## src/rtl/tmds_enc_multi_if.sv

```systemverilog
`default_nettype none
// +--------------------------------------------------------------------------+
// | Module   : tmds_enc_multi_if                                             |
// | Purpose  : Bus between the timing/packet generator and the multi-lane    |
// |            TMDS encoder: clock enable, period type, per-lane payloads    |
// |            in; encoded symbols and valid flag out.                       |
// | Revision : 1.0  initial release                                          |
// +--------------------------------------------------------------------------+
interface tmds_enc_multi_if #(
  parameter int CHANNELS = 3
) ();
  logic                    ce;
  logic [2:0]              mode;
  logic [8*CHANNELS-1:0]   data;
  logic [2*CHANNELS-1:0]   ctrl;
  logic [4*CHANNELS-1:0]   aux;
  logic [10*CHANNELS-1:0]  tmds;
  logic                    tmds_valid;

  // Source side: timing/packet generator
  modport master (
    output ce, mode, data, ctrl, aux,
    input  tmds, tmds_valid
  );

  // Sink side: the encoder
  modport slave (
    input  ce, mode, data, ctrl, aux,
    output tmds, tmds_valid
  );
endinterface
`default_nettype wire

```

## src/rtl/tmds_enc_multi.sv

```systemverilog
`default_nettype none
// +--------------------------------------------------------------------------+
// | Module   : tmds_enc_multi                                                |
// | Purpose  : CHANNELS-lane TMDS encoder with control, video, video guard,  |
// |            TERC4 data island and island guard periods. 3-stage pipeline |
// |            with clock-enable stall; per-lane running disparity and      |
// |            optional per-lane output inversion.                          |
// | Revision : 1.0  initial release                                          |
// +--------------------------------------------------------------------------+
module tmds_enc_multi #(
  parameter int                  CHANNELS = 3,
  parameter logic [CHANNELS-1:0] INVERT   = '0
) (
  input  logic            clock,
  input  logic            reset,
  tmds_enc_multi_if.slave bus
);

  localparam logic [2:0] MODE_CTRL   = 3'd0;
  localparam logic [2:0] MODE_VIDEO  = 3'd1;
  localparam logic [2:0] MODE_VGUARD = 3'd2;
  localparam logic [2:0] MODE_ISLAND = 3'd3;
  localparam logic [2:0] MODE_IGUARD = 3'd4;

  localparam logic [9:0] GUARD_A = 10'b1011001100;
  localparam logic [9:0] GUARD_B = 10'b0100110011;

  // Population count of a byte
  function automatic logic [3:0] ones8(input logic [7:0] d);
    logic [3:0] n;
    n = 4'd0;
    for (int k = 0; k < 8; k++) n = n + {3'b000, d[k]};
    return n;
  endfunction

  // Transition-minimising stage: XOR or XNOR chain plus the method flag in bit 8
  function automatic logic [8:0] make_qm(input logic [7:0] d);
    logic [3:0] n1;
    logic       use_xnor;
    logic [8:0] q;
    n1       = ones8(d);
    use_xnor = (n1 > 4'd4) || ((n1 == 4'd4) && !d[0]);
    q        = 9'd0;
    q[0]     = d[0];
    for (int k = 1; k < 8; k++)
      q[k] = use_xnor ? ~(q[k-1] ^ d[k]) : (q[k-1] ^ d[k]);
    q[8] = ~use_xnor;
    return q;
  endfunction

  // Control-period code for {c1,c0}
  function automatic logic [9:0] ctrl_sym(input logic [1:0] c);
    logic [9:0] s;
    case (c)
      2'b00:   s = 10'b1101010100;
      2'b01:   s = 10'b0010101011;
      2'b10:   s = 10'b0101010100;
      default: s = 10'b1010101011;
    endcase
    return s;
  endfunction

  // TERC4 code for a data-island nibble
  function automatic logic [9:0] terc4(input logic [3:0] a);
    logic [9:0] s;
    case (a)
      4'd0:    s = 10'b1010011100;
      4'd1:    s = 10'b1001100011;
      4'd2:    s = 10'b1011100100;
      4'd3:    s = 10'b1011100010;
      4'd4:    s = 10'b0101110001;
      4'd5:    s = 10'b0100011110;
      4'd6:    s = 10'b0110001110;
      4'd7:    s = 10'b0100111100;
      4'd8:    s = 10'b1011001100;
      4'd9:    s = 10'b0100111001;
      4'd10:   s = 10'b0110011100;
      4'd11:   s = 10'b1011000110;
      4'd12:   s = 10'b1010001110;
      4'd13:   s = 10'b1001110001;
      4'd14:   s = 10'b0101100011;
      default: s = 10'b1011000011;
    endcase
    return s;
  endfunction

  // DC-balancing stage: returns {next_cnt[5:0], symbol[9:0]}
  function automatic logic [15:0] video_sym(input logic [8:0] qm, input logic signed [5:0] cnt);
    logic [3:0]        n1q;
    logic signed [5:0] diff;
    logic signed [5:0] nxt;
    logic [9:0]        sym;
    n1q  = ones8(qm[7:0]);
    diff = $signed({2'b00, n1q}) - 6'sd4;
    if ((cnt == 6'sd0) || (n1q == 4'd4)) begin
      sym = {~qm[8], qm[8], qm[8] ? qm[7:0] : ~qm[7:0]};
      nxt = qm[8] ? (cnt + diff + diff) : (cnt - diff - diff);
    end else if (((cnt > 6'sd0) && (n1q > 4'd4)) || ((cnt < 6'sd0) && (n1q < 4'd4))) begin
      sym = {1'b1, qm[8], ~qm[7:0]};
      nxt = cnt - diff - diff + (qm[8] ? 6'sd2 : 6'sd0);
    end else begin
      sym = {1'b0, qm[8], qm[7:0]};
      nxt = cnt + diff + diff - (qm[8] ? 6'sd0 : 6'sd2);
    end
    return {nxt, sym};
  endfunction

  // Period-type symbol selection for one lane: returns {next_cnt, symbol}
  function automatic logic [15:0] lane_sym(input logic [2:0] m, input int lane,
                                           input logic [8:0] qm, input logic [1:0] c,
                                           input logic [3:0] a, input logic signed [5:0] cnt);
    logic [15:0] r;
    case (m)
      MODE_VIDEO:  r = video_sym(qm, cnt);
      MODE_VGUARD: r = {6'd0, (lane % 3 == 1) ? GUARD_B : GUARD_A};
      MODE_ISLAND: r = {6'd0, terc4(a)};
      MODE_IGUARD: r = {6'd0, (lane % 3 == 0) ? terc4({2'b11, c}) : GUARD_B};
      default:     r = {6'd0, ctrl_sym(c)};
    endcase
    return r;
  endfunction

  logic [2:0]              s1_mode;
  logic [8*CHANNELS-1:0]   s1_data;
  logic [2*CHANNELS-1:0]   s1_ctrl;
  logic [4*CHANNELS-1:0]   s1_aux;
  logic [2:0]              s2_mode;
  logic [9*CHANNELS-1:0]   s2_qm;
  logic [2*CHANNELS-1:0]   s2_ctrl;
  logic [4*CHANNELS-1:0]   s2_aux;
  logic [10*CHANNELS-1:0]  tmds_q;
  logic [6*CHANNELS-1:0]   cnt_q;
  logic [1:0]              fill;

  logic [9*CHANNELS-1:0]   qm_next;
  logic [16*CHANNELS-1:0]  enc_next;

  for (genvar i = 0; i < CHANNELS; i++) begin : g_lane
    assign qm_next[9*i +: 9]    = make_qm(s1_data[8*i +: 8]);
    assign enc_next[16*i +: 16] = lane_sym(s2_mode, i, s2_qm[9*i +: 9], s2_ctrl[2*i +: 2],
                                           s2_aux[4*i +: 4], cnt_q[6*i +: 6]);
  end

  // Stage 1: capture the period type and per-lane payloads
  always_ff @(posedge clock) begin
    if (reset) begin
      s1_mode <= MODE_CTRL;
      s1_data <= '0;
      s1_ctrl <= '0;
      s1_aux  <= '0;
    end else if (bus.ce) begin
      s1_mode <= bus.mode;
      s1_data <= bus.data;
      s1_ctrl <= bus.ctrl;
      s1_aux  <= bus.aux;
    end
  end

  // Stage 2: transition-minimised word, with side info carried alongside
  always_ff @(posedge clock) begin
    if (reset) begin
      s2_mode <= MODE_CTRL;
      s2_qm   <= '0;
      s2_ctrl <= '0;
      s2_aux  <= '0;
    end else if (bus.ce) begin
      s2_mode <= s1_mode;
      s2_qm   <= qm_next;
      s2_ctrl <= s1_ctrl;
      s2_aux  <= s1_aux;
    end
  end

  // Stage 3: final symbol with board polarity applied; disparity follows the unswapped symbol
  always_ff @(posedge clock) begin
    if (reset) begin
      tmds_q <= '0;
      cnt_q  <= '0;
    end else if (bus.ce) begin
      for (int i = 0; i < CHANNELS; i++) begin
        tmds_q[10*i +: 10] <= enc_next[16*i +: 10] ^ {10{INVERT[i]}};
        cnt_q[6*i +: 6]    <= enc_next[16*i + 10 +: 6];
      end
    end
  end

  // Pipeline fill counter: saturates once all three stages hold real data
  always_ff @(posedge clock) begin
    if (reset)
      fill <= 2'd0;
    else if (bus.ce && (fill != 2'd3))
      fill <= fill + 2'd1;
  end

  assign bus.tmds       = tmds_q;
  assign bus.tmds_valid = (fill == 2'd3);

endmodule
`default_nettype wire
```

## src/flat_wrapper.sv

```systemverilog
// flat-port wrapper written by rule: the top's interface ports become plain ports
module tmds_enc_multi_flat 
#(
  parameter int                  CHANNELS = 3,
  parameter logic [CHANNELS-1:0] INVERT   = '0
)
  (clock, reset, bus_ce, bus_mode, bus_data, bus_ctrl, bus_aux, bus_tmds, bus_tmds_valid);
  tmds_enc_multi_if #(.CHANNELS(CHANNELS)) bus_i ();
  input  logic clock;
  input  logic reset;
  input wire logic [$bits(bus_i.ce)-1:0] bus_ce;
  input wire logic [$bits(bus_i.mode)-1:0] bus_mode;
  input wire logic [$bits(bus_i.data)-1:0] bus_data;
  input wire logic [$bits(bus_i.ctrl)-1:0] bus_ctrl;
  input wire logic [$bits(bus_i.aux)-1:0] bus_aux;
  output wire logic [$bits(bus_i.tmds)-1:0] bus_tmds;
  output wire logic [$bits(bus_i.tmds_valid)-1:0] bus_tmds_valid;
  assign bus_i.ce = bus_ce;
  assign bus_i.mode = bus_mode;
  assign bus_i.data = bus_data;
  assign bus_i.ctrl = bus_ctrl;
  assign bus_i.aux = bus_aux;
  assign bus_tmds = bus_i.tmds;
  assign bus_tmds_valid = bus_i.tmds_valid;
  tmds_enc_multi #(.CHANNELS(CHANNELS), .INVERT(INVERT)) u_core (.clock(clock), .reset(reset), .bus(bus_i));
endmodule
```

## config.mk

```make
export PLATFORM = sky130hd
export DESIGN_NAME = tmds_enc_multi_flat
export DESIGN_NICKNAME = d
export VERILOG_FILES = /design/src/rtl/tmds_enc_multi_if.sv /design/src/rtl/tmds_enc_multi.sv /design/src/flat_wrapper.sv
export SDC_FILE = /design/constraint.sdc
export NUM_CORES = 1
export LEC_CHECK = 0
export CAP_MARGIN = 20
export CELL_PAD_IN_SITES_DETAIL_PLACEMENT = 1
export CELL_PAD_IN_SITES_GLOBAL_PLACEMENT = 1
export CORE_ASPECT_RATIO = 1.4
export CORE_MARGIN = 2
export CORE_UTILIZATION = 36
export DETAILED_ROUTE_END_ITERATION = 8
export PLACE_DENSITY = 0.7
export SKIP_CTS_REPAIR_TIMING = 1
export SYNTH_ARGS = -nofsm -noshare
export SYNTH_HDL_FRONTEND = slang
export SYNTH_SLANG_ARGS = --single-unit
```

## constraint.sdc

```tcl
create_clock -name clock -period 5.2 [get_ports clock]
set_input_delay 0.52 -clock clock [delete_from_list [all_inputs] [get_ports clock]]
set_output_delay 0.52 -clock clock [all_outputs]
set_load 0.02 [all_outputs]
```

==> results.ini <==
[outcome]
status = finished, final reports clean

[worst_setup_path]
r2r-end = u_core.cnt_q[17]$_SDFFE_PP0P_
crit_path_max_incr_delay_ns = 0.49
critPathKind = reg2reg
worstReg2RegStart = u_core.s2_qm[19]$_SDFFE_PP0P_
arrival_ns = 5.24
critPathCaptureType = register
r2r_cells = 15
crit_start = u_core.s2_qm[19]$_SDFFE_PP0P_
cpMaxStageDelayCell = fa_1
critPathMaxFanout = 7
r2r_slack_ns = 0.33
crit_chain = ha_1 > inv_1 > fa_1 > fa_1 > fa_1 > fa_1 > xnor2_1 > ha_1 > ha_1 > and3b_1 > a2111oi_0 > o311a_4 > xnor2_2 > mux2i_1 > a221oi_2
crit_path_start_kind = register
worst_ep_required_time_ns = 5.57
cp_common_cell = fa_1

[routing]
drt_pass1_iterations = 4
wirelength_um = 32200
viasPerCell = 5.31
dr_total_vias = 9363
drc_errors = 0
drt_iter0_drc = 277
wire_per_inst_um = 18.3
ant_nets = 0

[placement]
dp_slack_ns = 0.322
port_buffers = 78
dpl_cell_area_um2 = 12500
hpwl_um = 24600
gp_congestion = 0.858

[sta]
hold_viol = 0
worstMarginPinSlew_ns = 1.01
setup_viol = 0
finalCritPeriodShare = 0.937
relSlewSlack = 0.321
final_max_slew_viol_count = 0
timing.final.ws_setup_ns = 0.329
timing.fmax_mhz = 205
period_needed_ns = 4.87
setup-tns-final_ns = 0
rsz0062_at_grt = no
skew_ns = 0.0164

[finish]
drive_gt1_frac = 0.0556
fin_util = 0.416
fin_area_um2 = 13100
nNetsFinal = 1540
antenna_cells = 0
area_growth_pct = 14.6
final_cell_mix = 173 x nor2_1, 173 x dfxtp_1, 120 x inv_1

[clocking]
clock-sinks = 173
numCtsBuffers = 17
clkLatencyLatePin_ns = 0.47
cts_tree = built
ctsHtreeMaxLevel = 4
cts_root_buf = clkbuf_16
clk_path_buf_depth = 2
clkTransAtPathRegs_ns = 0.07

[yosys]
yosys_warnings = 0
ys_ff_latch = 173
yosys.cell_types.count = 73
netlist.area_leader.share = 0.304
ys.flop_type = dfxtp_1
yosysSeqAreaShare = 0.304
synth.largest_area_cell = dfxtp_1
synthArstFlopShare = 0
ys_top_cells_by_area = dfxtp_1 30%, ha_1 12%, mux2i_1 8.5%
synth-edff-count = 0
synth_area_per_cell_um2 = 8.70
synthCells = 1312
synthesis.area_um2 = 11400
syn-num-nets = 1498

[run]
drv_cap = 0

[global_route]
grt_pass1_wl_um = 52100
track_usage = 0.197
grt_antenna_before_repair = 0
grt_overflow = 0
grt_pass1_vias = 10000
grt_max_degree = 90

[die]
ioPinCount = 79
dieArea_um2 = 33100
coreArea_um2 = 31400
die_w_um = 154
num_rows = 77
start_util = 0.363
die_h_um = 215

[worst_hold_path]
hp-class = reg2reg
hold_depth = 2
whs_endpoint = u_core.bus.tmds[15]$_SDFFE_PP0P_

[power]
power.density_nw_per_um2 = 334
peakVddDrop_v = 0.000252
leakagePower_uw = 0.00565

## worst max-delay path: cells and delay by family (launching register included)
family / cells / cell delay, ns
adders and majority gates: 7 / 2.76
xor gates and xnor gates: 2 / 0.36
muxes: 1 / 0.10
buffers and inverters: 1 / 0.05
and+or+nand+nor: 1 / 0.20
AOI/OAI and AO/OA: 3 / 0.98
DFF: 1 / 0.35
## where the power goes
group          internal (uW)  switching, uW
sequential              1420           79.7
combinational            686            918
clock                    687            581
total                   2790           1580
## metrics by stage
| step | instances | hold WS [ns] | power (uW) |
|---|---|---|---|
| global placement | 1730 | 0.447 | 3080 |
| finish | 1762 | 0.468 | 4370 |
| floorplan | 1312 | 0.444 | 2680 |
| global route | 1762 | 0.499 | 4650 |
| detailed placement | 1730 | 0.462 | 3130 |
| CTS | 1762 | 0.471 | 4420 |
## Yosys cell counts (all sizes together), types with 17 or more instances
| master | number |
|---|---|
| a211oi | 17 |
| a21oi | 57 |
| a221oi | 17 |
| a311oi | 18 |
| buf | 24 |
| clkbuf | 44 |
| dfxtp | 173 |
| fa | 27 |
| ha | 111 |
| inv | 124 |
| mux2i | 97 |
| nand2 | 74 |
| nor2 | 173 |
| nor3 | 25 |
| o21ai | 58 |
| xnor2 | 72 |
## layout make-up
cell class              count  area, um^2
repair buffers             91         877
clock buffers              20         457
fillers                  3679       18300
clock inverters            12         114
well taps                 395         494
multi-input cells         945        7200
inverters                 126         473
flip-flops and latches    173        3460
## routing by layer
layer / up-vias / track usage / share of wire
li1: 4566 / - / -
met1: 4621 / 0.212 / 0.40
met2: 122 / 0.380 / 0.55
met3: 54 / 0.0333 / 0.025
met4: 0 / 0.0741 / 0.031
met5: - / 0 / 0
## worst max path at each step
stage	slack, ns	endpoint
after floorplan	0.58	u_core.cnt_q[17]$_SDFFE_PP0P_
after global placement	0.43	u_core.cnt_q[17]$_SDFFE_PP0P_
after detailed placement	0.32	u_core.cnt_q[17]$_SDFFE_PP0P_
after CTS	0.31	u_core.cnt_q[17]$_SDFFE_PP0P_
after global routing	0.1	u_core.cnt_q[17]$_SDFFE_PP0P_
final	0.33	u_core.cnt_q[17]$_SDFFE_PP0P_
## cell families (layout without fill, tap and decap cells)
group / count (synthesis) / count (layout) / share of synthesized area
compound gates: 256 / 256 / 0.157
buf+inv: 194 / 249 / 0.0658
simple gates: 363 / 363 / 0.144
flops: 173 / 173 / 0.304
mux: 99 / 99 / 0.0891
fa+ha+maj: 139 / 139 / 0.170
xor+xnor: 88 / 88 / 0.0706
Power figures use the tool's default switching activity.
